## src/rtl/csa_accum_sched_pkg.sv

```systemverilog
// Shared NPU package for the CSA accumulation scheduler.
// Provides: scheduler state enum, default operand width / operand count.
// No logic; types and constants only.
package csa_accum_sched_pkg;

   typedef enum logic [1:0] {
      S_IDLE   = 2'd0,
      S_REDUCE = 2'd1,
      S_FINAL  = 2'd2,
      S_DONE   = 2'd3
   } state_t;

   localparam int DEF_W      = 8;
   localparam int DEF_NUM_OP = 8;

endpackage

```

## src/rtl/csa_accum_sched_compress_row.sv

```systemverilog
// 5:3 compressor cell and one OW-wide row of them (one cell per bit column).
// Latency: purely combinational, zero cycles.
// Backpressure: none; outputs follow inputs.
// csa_cell_5to3 ports : i_a..i_e (1b each) -> o_sum (w1), o_carry (w2), o_cout (w4)
// compress_row_5to3   : i_r0..i_r4 (OW each) -> o_sum, o_carry, o_cout (OW each, unshifted)

module csa_cell_5to3 (
   input  logic i_a,
   input  logic i_b,
   input  logic i_c,
   input  logic i_d,
   input  logic i_e,
   output logic o_sum,
   output logic o_carry,
   output logic o_cout
);
   logic [2:0] w_cnt;

   // Population count of the five inputs, 0..5, split into weights 1/2/4.
   assign w_cnt = {2'b00, i_a} + {2'b00, i_b} + {2'b00, i_c} + {2'b00, i_d} + {2'b00, i_e};
   assign {o_cout, o_carry, o_sum} = w_cnt;
endmodule

module compress_row_5to3 #(
   parameter int OW = 11
) (
   input  logic [OW-1:0] i_r0,
   input  logic [OW-1:0] i_r1,
   input  logic [OW-1:0] i_r2,
   input  logic [OW-1:0] i_r3,
   input  logic [OW-1:0] i_r4,
   output logic [OW-1:0] o_sum,
   output logic [OW-1:0] o_carry,
   output logic [OW-1:0] o_cout
);
   // Columns are independent; the caller applies the <<1 / <<2 weights.
   for (genvar b = 0; b < OW; b++) begin : g_col
      csa_cell_5to3 u_cell (
         .i_a     (i_r0[b]),
         .i_b     (i_r1[b]),
         .i_c     (i_r2[b]),
         .i_d     (i_r3[b]),
         .i_e     (i_r4[b]),
         .o_sum   (o_sum[b]),
         .o_carry (o_carry[b]),
         .o_cout  (o_cout[b])
      );
   end
endmodule

```

## src/rtl/csa_accum_sched.sv

```systemverilog
// Sums up to NUM_OP unsigned operands by reusing one 5:3 compressor row per cycle.
// Latency: out_valid rises R(n)+1 edges after acceptance (R = reduction rounds).
// Backpressure: one job in flight; in_ready low until the result is taken via out_ready.
// Ports: clk, reset (async, active-high); in_valid/in_ready/in_data/in_count job input;
//        out_valid/out_ready/out_sum result output; busy = not idle.

module csa_accum_sched
   import csa_accum_sched_pkg::*;
#(
   parameter int W      = DEF_W,
   parameter int NUM_OP = DEF_NUM_OP,
   parameter int OW     = W + $clog2(NUM_OP)
) (
   input  logic                         clk,
   input  logic                         reset,
   input  logic                         in_valid,
   output logic                         in_ready,
   input  logic [NUM_OP*W-1:0]          in_data,
   input  logic [$clog2(NUM_OP+1)-1:0]  in_count,
   output logic                         out_valid,
   input  logic                         out_ready,
   output logic [OW-1:0]                out_sum,
   output logic                         busy
);
   localparam int CW = $clog2(NUM_OP + 1);
   // Row buffer always has at least five rows so the compressor inputs exist.
   localparam int NB = (NUM_OP < 5) ? 5 : NUM_OP;
   // Counter wide enough to compare against 4 and 5 for any NUM_OP.
   localparam int NW = (CW < 3) ? 3 : CW;

   state_t          r_state;
   logic [OW-1:0]   r_rows [NB];
   logic [NW-1:0]   r_n;
   logic [OW-1:0]   r_out_sum;
   logic            r_out_valid;

   logic [CW-1:0]   w_cnt_clamp;
   logic [NW-1:0]   w_cnt;
   logic [OW-1:0]   w_load [NB];
   logic [OW-1:0]   w_next [NB];
   logic [OW-1:0]   w_s, w_c, w_d;
   logic [NW-1:0]   w_n_next;
   logic [OW-1:0]   w_final;

   assign w_cnt_clamp = (in_count > CW'(NUM_OP)) ? CW'(NUM_OP) : in_count;
   assign w_cnt       = NW'(w_cnt_clamp);

   // Operand k is loaded only if it is among the first cnt; all else is zero.
   for (genvar k = 0; k < NB; k++) begin : g_load
      if (k < NUM_OP) begin : g_op
         assign w_load[k] = (NW'(k) < w_cnt) ? OW'(in_data[k*W +: W]) : '0;
      end else begin : g_pad
         assign w_load[k] = '0;
      end
   end

   compress_row_5to3 #(.OW(OW)) u_row (
      .i_r0    (r_rows[0]),
      .i_r1    (r_rows[1]),
      .i_r2    (r_rows[2]),
      .i_r3    (r_rows[3]),
      .i_r4    (r_rows[4]),
      .o_sum   (w_s),
      .o_carry (w_c),
      .o_cout  (w_d)
   );

   // Three compressed rows go to the bottom; untouched rows 5.. slide down by two.
   for (genvar j = 0; j < NB; j++) begin : g_next
      if (j == 0) begin : g_s
         assign w_next[j] = w_s;
      end else if (j == 1) begin : g_c
         assign w_next[j] = w_c << 1;
      end else if (j == 2) begin : g_d
         assign w_next[j] = w_d << 2;
      end else if (j + 2 < NB) begin : g_shift
         assign w_next[j] = r_rows[j+2];
      end else begin : g_clear
         assign w_next[j] = '0;
      end
   end

   // Five or more rows shrink by two; exactly four collapse to three.
   assign w_n_next = (r_n >= NW'(5)) ? (r_n - NW'(2)) : NW'(3);
   assign w_final  = r_rows[0] + r_rows[1] + r_rows[2];

   always_ff @(posedge clk or posedge reset) begin
      if (reset) begin
         r_state     <= S_IDLE;
         r_rows      <= '{default: '0};
         r_n         <= '0;
         r_out_sum   <= '0;
         r_out_valid <= 1'b0;
      end else begin
         case (r_state)
            S_IDLE: begin
               if (in_valid) begin
                  r_rows  <= w_load;
                  r_n     <= w_cnt;
                  r_state <= (w_cnt >= NW'(4)) ? S_REDUCE : S_FINAL;
               end
            end
            S_REDUCE: begin
               r_rows <= w_next;
               r_n    <= w_n_next;
               if (w_n_next <= NW'(3)) begin
                  r_state <= S_FINAL;
               end
            end
            S_FINAL: begin
               r_out_sum   <= w_final;
               r_out_valid <= 1'b1;
               r_state     <= S_DONE;
            end
            S_DONE: begin
               if (out_ready) begin
                  r_out_valid <= 1'b0;
                  r_state     <= S_IDLE;
               end
            end
            default: r_state <= S_IDLE;
         endcase
      end
   end

   assign in_ready  = (r_state == S_IDLE);
   assign busy      = (r_state != S_IDLE);
   assign out_valid = r_out_valid;
   assign out_sum   = r_out_sum;

endmodule
```

## config.mk

```make
export PLATFORM = sky130hd
export DESIGN_NAME = csa_accum_sched
export DESIGN_NICKNAME = d
export VERILOG_FILES = /design/src/rtl/csa_accum_sched_pkg.sv /design/src/rtl/csa_accum_sched_compress_row.sv /design/src/rtl/csa_accum_sched.sv
export SDC_FILE = /design/constraint.sdc
export NUM_CORES = 1
export LEC_CHECK = 0
export CORE_AREA = 3 3 127 129
export CTS_CLUSTER_DIAMETER = 100
export DETAILED_ROUTE_END_ITERATION = 16
export DIE_AREA = 0 0 130 132
export HOLD_SLACK_MARGIN = 0.08
export PLACE_DENSITY = 0.62
export SETUP_SLACK_MARGIN = 0.1
export SLEW_MARGIN = 25
export SYNTH_ARGS = -nofsm -noshare
export SYNTH_HDL_FRONTEND = slang
export SYNTH_SLANG_ARGS = --single-unit
export TNS_END_PERCENT = 1
```

## constraint.sdc

```tcl
create_clock -name clk -period 4.7 [get_ports clk]
set_input_delay 0.705 -clock clk [delete_from_list [all_inputs] [get_ports clk]]
set_output_delay 0.705 -clock clk [all_outputs]
set_load 0.05 [all_outputs]
```

==> results.json, run 1 <==
{
  "dieArea_mm2": 0.0172,
  "power_w": 0.00463,
  "hold_start": "r_rows[1]$_DFFE_PP0P_",
  "vdd_drop_max_mv": 0.224,
  "worst-path-buf-inv": 2,
  "min_to": "r_rows[1]$_DFFE_PP0P_",
  "cp_cell_sequence": "inv_1 -> ha_1 -> clkdlybuf4s50_1",
  "crit_slowest_cell": "clkdlybuf4s50_1",
  "min_path_type": "register to register",
  "final_common_cell": "dfrtp_1",
  "post_drt_wl_per_cell_um": 17.0,
  "synth.cell_area_mm2": 0.00521,
  "post-route-period-util_pct": 63.3,
  "crit_cells": 3,
  "yosysWarnings": 0,
  "grt_max_degree": 36,
  "start_util_pct": 34.4,
  "cp_top_family": "buffers and inverters",
  "grt-ovfl-total": 0,
  "rows": 45,
  "maxCapViolations": 0,
  "synth-edff-count": 0,
  "p_per_area_mw_per_mm2": 710,
  "r2r_start": "r_rows[78]$_DFFE_PP0P_",
  "syn_area_per_cell_um2": 11.1,
  "placed_area_mm2": 0.00622,
  "grt_pass1_wl_mm": 20.9,
  "grt_setup_unrepaired": "no",
  "relSlewSlack_pct": 40.3,
  "post-cts-setup-buffers": 0,
  "clock_sinks": 91,
  "ys.flop_type": "dfrtp_1",
  "dr.pass1.iters": 8,
  "clk_pin_slew_ps": 60,
  "met3_usage_pct": 2.47,
  "critPathMaxFanout": 9,
  "utilization_pct": 43.0,
  "io_pins": 86,
  "final_cell_area_mm2": 0.00652,
  "yosys_register_bits": 91,
  "place_congestion": 0.829,
  "postCtsResizedCells": 0,
  "seq_area_frac_synth_pct": 43.7,
  "synth_nets": 601,
  "die_w_um": 130,
  "grt_pass1_vias": 3917,
  "fmaxAchievable_mhz": 336,
  "layout-drive-gt1-share_pct": 7.57,
  "cp_data_required_time_ps": 3990,
  "clk_latency_ps": 350,
  "numCtsBuffers": 9,
  "end_kind": "output port",
  "worst_setup_path_start_kind": "register",
  "r2r_setup_slack_ps": 2090,
  "worstPathArrival_ps": 2270,
  "tightest_slew_ps": 895,
  "via_per_inst": 5.11,
  "reg2regPathDepth": 8,
  "async_reset_ff_share_pct": 100,
  "timing.setup.tns_ps": 0,
  "path_class": "register to output port",
  "gr-usage-all-layers_pct": 15.7,
  "syn_to_final_growth_pct": 25.1,
  "nNetsFinal": 682,
  "ys_types": 51,
  "core_area_mm2": 0.0151,
  "use_met2_pct": 24.6,
  "clock_skew_ps": 9.36,
  "n_antenna_cell": 0,
  "min_path_cells": 2,
  "finalHoldViolations": 0,
  "r2r-end": "out_sum[7]$_DFFE_PP0P_",
  "finalCriticalPeriod_ps": 2980,
  "cp_slowest_stage_delay_ps": 900,
  "drtAntennaViolNets": 0,
  "cts.htree.levels": 3,
  "cts_buffer_depth": 2,
  "cellLeakagePower_nw": 3.10,
  "clockRootBuffer": "clkbuf_16",
  "use_met1_pct": 22.1,
  "layout_common_cells": "dfrtp_1 (91), inv_1 (90), clkdlybuf4s50_1 (85), nand2_1 (35), ha_1 (33)",
  "finalSetupViolations": 0,
  "cts_hold_buf": 0,
  "status": "finished, final reports clean",
  "busiest_layer": "met2",
  "nFillCells": 1470,
  "num_vias": 3795,
  "postSynthCellCount": 469,
  "grt_antenna_before_repair": 0,
  "drc": 0,
  "wirelength_mm": 12.7,
  "cts_tree": "done",
  "port_buffers": 85,
  "die-height_um": 132,
  "initialDrtViolationCount": 291,
  "place_hpwl_mm": 9.69,
  "slew_viol_final": 0
}
[report_power, final]
part | internal (W) | switching, W | leakage [nW]
clock | 0.000416 | 0.000320 | 0.142
combinational | 0.00109 | 0.00148 | 1.77
sequential | 0.00109 | 0.000228 | 1.18
[worst max-delay path by stage]
| stage | from | endpoint | slack, ps |
|---|---|---|---|
| 2_1_floorplan | reset | out_sum[0]$_DFFE_PP0P_ | 1630 |
| 3_3_place_gp | in_valid | r_rows[35]$_DFFE_PP0P_ | 2020 |
| 3_5_place_dp | in_valid | r_rows[35]$_DFFE_PP0P_ | 1990 |
| 4_1_cts | r_state[0]$_DFFE_PP0P_ | in_ready | 1690 |
| 5_1_grt | r_state[0]$_DFFE_PP0P_ | in_ready | 1600 |
| 6_report | r_state[0]$_DFFE_PP0P_ | in_ready | 1720 |
[logic make-up after synthesis]
| family | Yosys count | synth area share [%] |
|---|---|---|
| buf+inv | 111 | 9.03 |
| compound gates | 106 | 16.8 |
| flops | 91 | 43.7 |
| simple gates | 80 | 7.85 |
| fa+ha+maj | 60 | 18.3 |
| mux | 12 | 2.57 |
| xor+xnor | 9 | 1.78 |
[flip-flops by register name (all words and copies together), names as in the netlist]
signal / count
r_rows: 73
out_valid: 1
out_sum: 11
r_state: 2
r_n: 4
[through the flow]
step                      worst slack [ps]  std cells  hold slack (ps)
after floorplan                       1630        469              439
after global placement                2020        727              452
after detailed placement              1990        727              459
after CTS                             1690        743              475
after global routing                  1600        743              517
final                                 1720        743              471
[tightest hold or removal path, stage by stage, from the launching register on]
cell and delay, ps:
dfrtp_1 340, nand2_1 50, nand2_1 50
[cell usage after synthesis (all sizes together), types with 4 or more instances]
| cell type | number | share of area, % |
|---|---|---|
| nand3 | 10 | 0.96 |
| fa | 27 | 10 |
| nor2 | 17 | 1.5 |
| ha | 33 | 7.9 |
| nor2b | 4 | 0.48 |
| mux2 | 8 | 1.7 |
| dfrtp | 91 | 44 |
| o21ai | 15 | 1.4 |
| a22o | 15 | 2.5 |
| xnor2 | 8 | 1.3 |
| buf | 18 | 2.3 |
| o221ai | 8 | 1.3 |
| mux2i | 4 | 0.84 |
| a222oi | 31 | 6.0 |
| a21oi | 12 | 1.2 |
| nand2 | 35 | 2.5 |
| a221o | 7 | 1.3 |
| inv | 91 | 6.6 |
[metal layers]
metal / routed length (um) / vias to the layer above
met5: 0 / -
met4: 200 / 0
met3: 469 / 12
met2: 6010 / 85
met1: 5980 / 1899
li1: - / 1799
[final cells by class]
type	count	area [um^2]	share of cell area [%]
clock inverter	7	76.3	1.17
sequential	91	2280	34.9
multi-input combinational	267	2470	37.9
tap	188	235	3.61
clock buffer	9	225	3.46
timing repair buffer	90	888	13.6
inverter	91	343	5.26
Power figures use the tool's default switching activity.
==> inputs of run 2 (changes only) <==
--- a/config.mk
+++ b/config.mk
@@ -10,7 +10,7 @@
 export DETAILED_ROUTE_END_ITERATION = 16
 export DIE_AREA = 0 0 130 132
 export HOLD_SLACK_MARGIN = 0.08
-export PLACE_DENSITY = 0.62
+export PLACE_DENSITY = 0.64
 export SETUP_SLACK_MARGIN = 0.1
 export SLEW_MARGIN = 25
 export SYNTH_ARGS = -nofsm -noshare
==> constraint.sdc (replaced) <==
create_clock -name clk -period 2.4 [get_ports clk]
set_input_delay 0.36 -clock clk [delete_from_list [all_inputs] [get_ports clk]]
set_output_delay 0.36 -clock clk [all_outputs]
set_load 0.05 [all_outputs]
==> results.json, run 2 (synthesis results as in run 1) <==
{
  "grt_pass1_vias": 4042,
  "io_pins": 86,
  "cts.htree.levels": 3,
  "start_util_pct": 34.4,
  "switching_share_pct": 43.2,
  "grt_pass1_wl_mm": 21.5,
  "critPathMaxFanout": 2,
  "cts_hold_buf": 0,
  "wirelength_mm": 13.1,
  "layout-drive-gt1-share_pct": 13.3,
  "tightest_slew_ps": 667,
  "num_vias": 3850,
  "min_path_cells": 2,
  "grt-ovfl-total": 0,
  "cts_buffer_depth": 2,
  "wl_met1_mm": 5.96,
  "final_cell_area_mm2": 0.00670,
  "p_per_area_mw_per_mm2": 1420,
  "clock_sinks": 91,
  "placed_area_mm2": 0.00631,
  "combPwrFrac_pct": 57.6,
  "largest-register": "r_rows",
  "min_to": "r_rows[4]$_DFFE_PP0P_",
  "post-cts-setup-buffers": 0,
  "reg2regPathDepth": 8,
  "maxCapViolations": 0,
  "seqPwrFrac_pct": 27.3,
  "place_congestion": 0.846,
  "cts_tree": "done",
  "grt_setup_unrepaired": "yes",
  "die_w_um": 130,
  "internal_power_w": 0.00542,
  "worst_setup_path_start_kind": "register",
  "clk_latency_ps": 350,
  "topRoutingLayerUsed": "met4",
  "die-height_um": 132,
  "p_clk_share_pct": 15.1,
  "relSlewSlack_pct": 55.6,
  "violations": "setup timing",
  "clock_skew_ps": 7.13,
  "nNetsFinal": 692,
  "drc": 0,
  "rows": 45,
  "clk_pin_slew_ps": 60,
  "r2r_setup_slack_ps": -70,
  "fmaxAchievable_mhz": 404,
  "dieArea_mm2": 0.0172,
  "finalCriticalPeriod_ps": 2470,
  "worstPathArrival_ps": 2710,
  "cp_data_required_time_ps": 2640,
  "grt_antenna_before_repair": 0,
  "syn_to_final_growth_pct": 28.6,
  "dr.pass1.iters": 6,
  "hold_ws_ps": 470,
  "post-route-period-util_pct": 103,
  "drtAntennaViolNets": 0,
  "clockRootBuffer": "clkbuf_16",
  "timing.setup.tns_ps": -138,
  "wl_met2_mm": 6.23,
  "r2r_start": "r_rows[78]$_DFFE_PP0P_",
  "core_area_mm2": 0.0151,
  "layout_common_cells": "dfrtp_1 (87), inv_1 (84), clkdlybuf4s50_1 (83), nand2_1 (35), a222oi_1 (31)",
  "gr-usage-all-layers_pct": 16.1,
  "met3_wirelength_um": 812,
  "path_class": "register to register",
  "port_buffers": 85,
  "hold_start": "r_rows[4]$_DFFE_PP0P_",
  "status": "finished with violations",
  "largest_reg_flops": 73,
  "r2r-end": "out_sum[9]$_DFFE_PP0P_",
  "numCtsBuffers": 9,
  "min_path_type": "register to register",
  "finalHoldViolations": 0,
  "slew_viol_final": 0,
  "grt_max_degree": 92,
  "vdd_drop_max_mv": 0.518,
  "finalSetupViolations": 4,
  "via_per_inst": 5.11,
  "post_drt_wl_per_cell_um": 17.4,
  "initialDrtViolationCount": 252,
  "setup_ws_ps": -74.5,
  "place_hpwl_mm": 9.48,
  "final_common_cell": "dfrtp_1",
  "cellLeakagePower_nw": 3.14,
  "n_antenna_cell": 0,
  "end_kind": "register",
  "p_switching_w": 0.00412
}
==> run 2: changes by cell type in the layout (fill, tap and decap cells not counted), sizes merged <==
cell	delta
buf	+12
clkbuf	+2
inv	-2
clkdlybuf4s50	-2
==> run 2: critical path: stages, from the launching register on <==
cell and delay (ps):
dfrtp_1 410, fa_1 490, ha_2 220, fa_2 360
a211oi_2 220, o21bai_1 140, a31oi_2 200, xnor2_1 80
mux2_4 250
==> run 2: stage by stage <==
| stage | cells | util (%) | worst slack (ps) | power [W] |
|---|---|---|---|---|
| CTS | 753 | 44.0 | -26.4 | 0.00952 |
| detailed placement | 737 | 41.7 | -117 | 0.00784 |
| global route | 753 | 44.3 | -155 | 0.0104 |
| global placement | 737 | 41.7 | -101 | 0.00762 |
| finish | 753 | 44.3 | -74.5 | 0.00954 |
| floorplan | 469 | - | -51.0 | 0.00639 |
==> run 2: worst max-delay path by stage <==
stage	start	endpoint	slack, ps	cells after the start
floorplan	r_rows[78]$_DFFE_PP0P_	out_sum[9]$_DFFE_PP0P_	-50	8
global placement	r_rows[78]$_DFFE_PP0P_	out_sum[7]$_DFFE_PP0P_	-100	8
detailed placement	r_rows[78]$_DFFE_PP0P_	out_sum[7]$_DFFE_PP0P_	-120	8
CTS	r_rows[78]$_DFFE_PP0P_	out_sum[9]$_DFFE_PP0P_	-30	8
global route	r_rows[78]$_DFFE_PP0P_	out_sum[9]$_DFFE_PP0P_	-150	8
finish	r_rows[78]$_DFFE_PP0P_	out_sum[9]$_DFFE_PP0P_	-70	8
==> run 2: area by class of cell <==
type	count	area (um^2)
clock inverters	5	52.6
inverters	91	345
flip-flops and latches	91	2280
well taps	188	235
fillers	1381	8440
clock buffers	11	243
multi-input cells	267	2560
repair buffers	100	987
==> run 2: per-layer routing <==
layer / up-vias / track usage (%)
li1: 1821 / -
met1: 1901 / 22.3
met2: 115 / 25.1
met3: 13 / 4.86
met4: 0 / 3.64
met5: - / 0
==> run 2: power by group through the flow <==
stage | clock network (W) | registers [W] | logic, W
4_1_cts | 0.00147 | 0.00258 | 0.00546
6_report | 0.00144 | 0.00261 | 0.00549
2_1_floorplan | 0 | 0.00282 | 0.00357
5_1_grt | 0.00154 | 0.00269 | 0.00622
3_3_place_gp | 0 | 0.00257 | 0.00505
3_5_place_dp | 0 | 0.00261 | 0.00523
==> run 2: repair_timing <==
item / 4_1_cts / 5_1_grt
pin swaps: 15 / 5
setup endpoints to repair: 13 / 13
resized for setup: 13 / 11
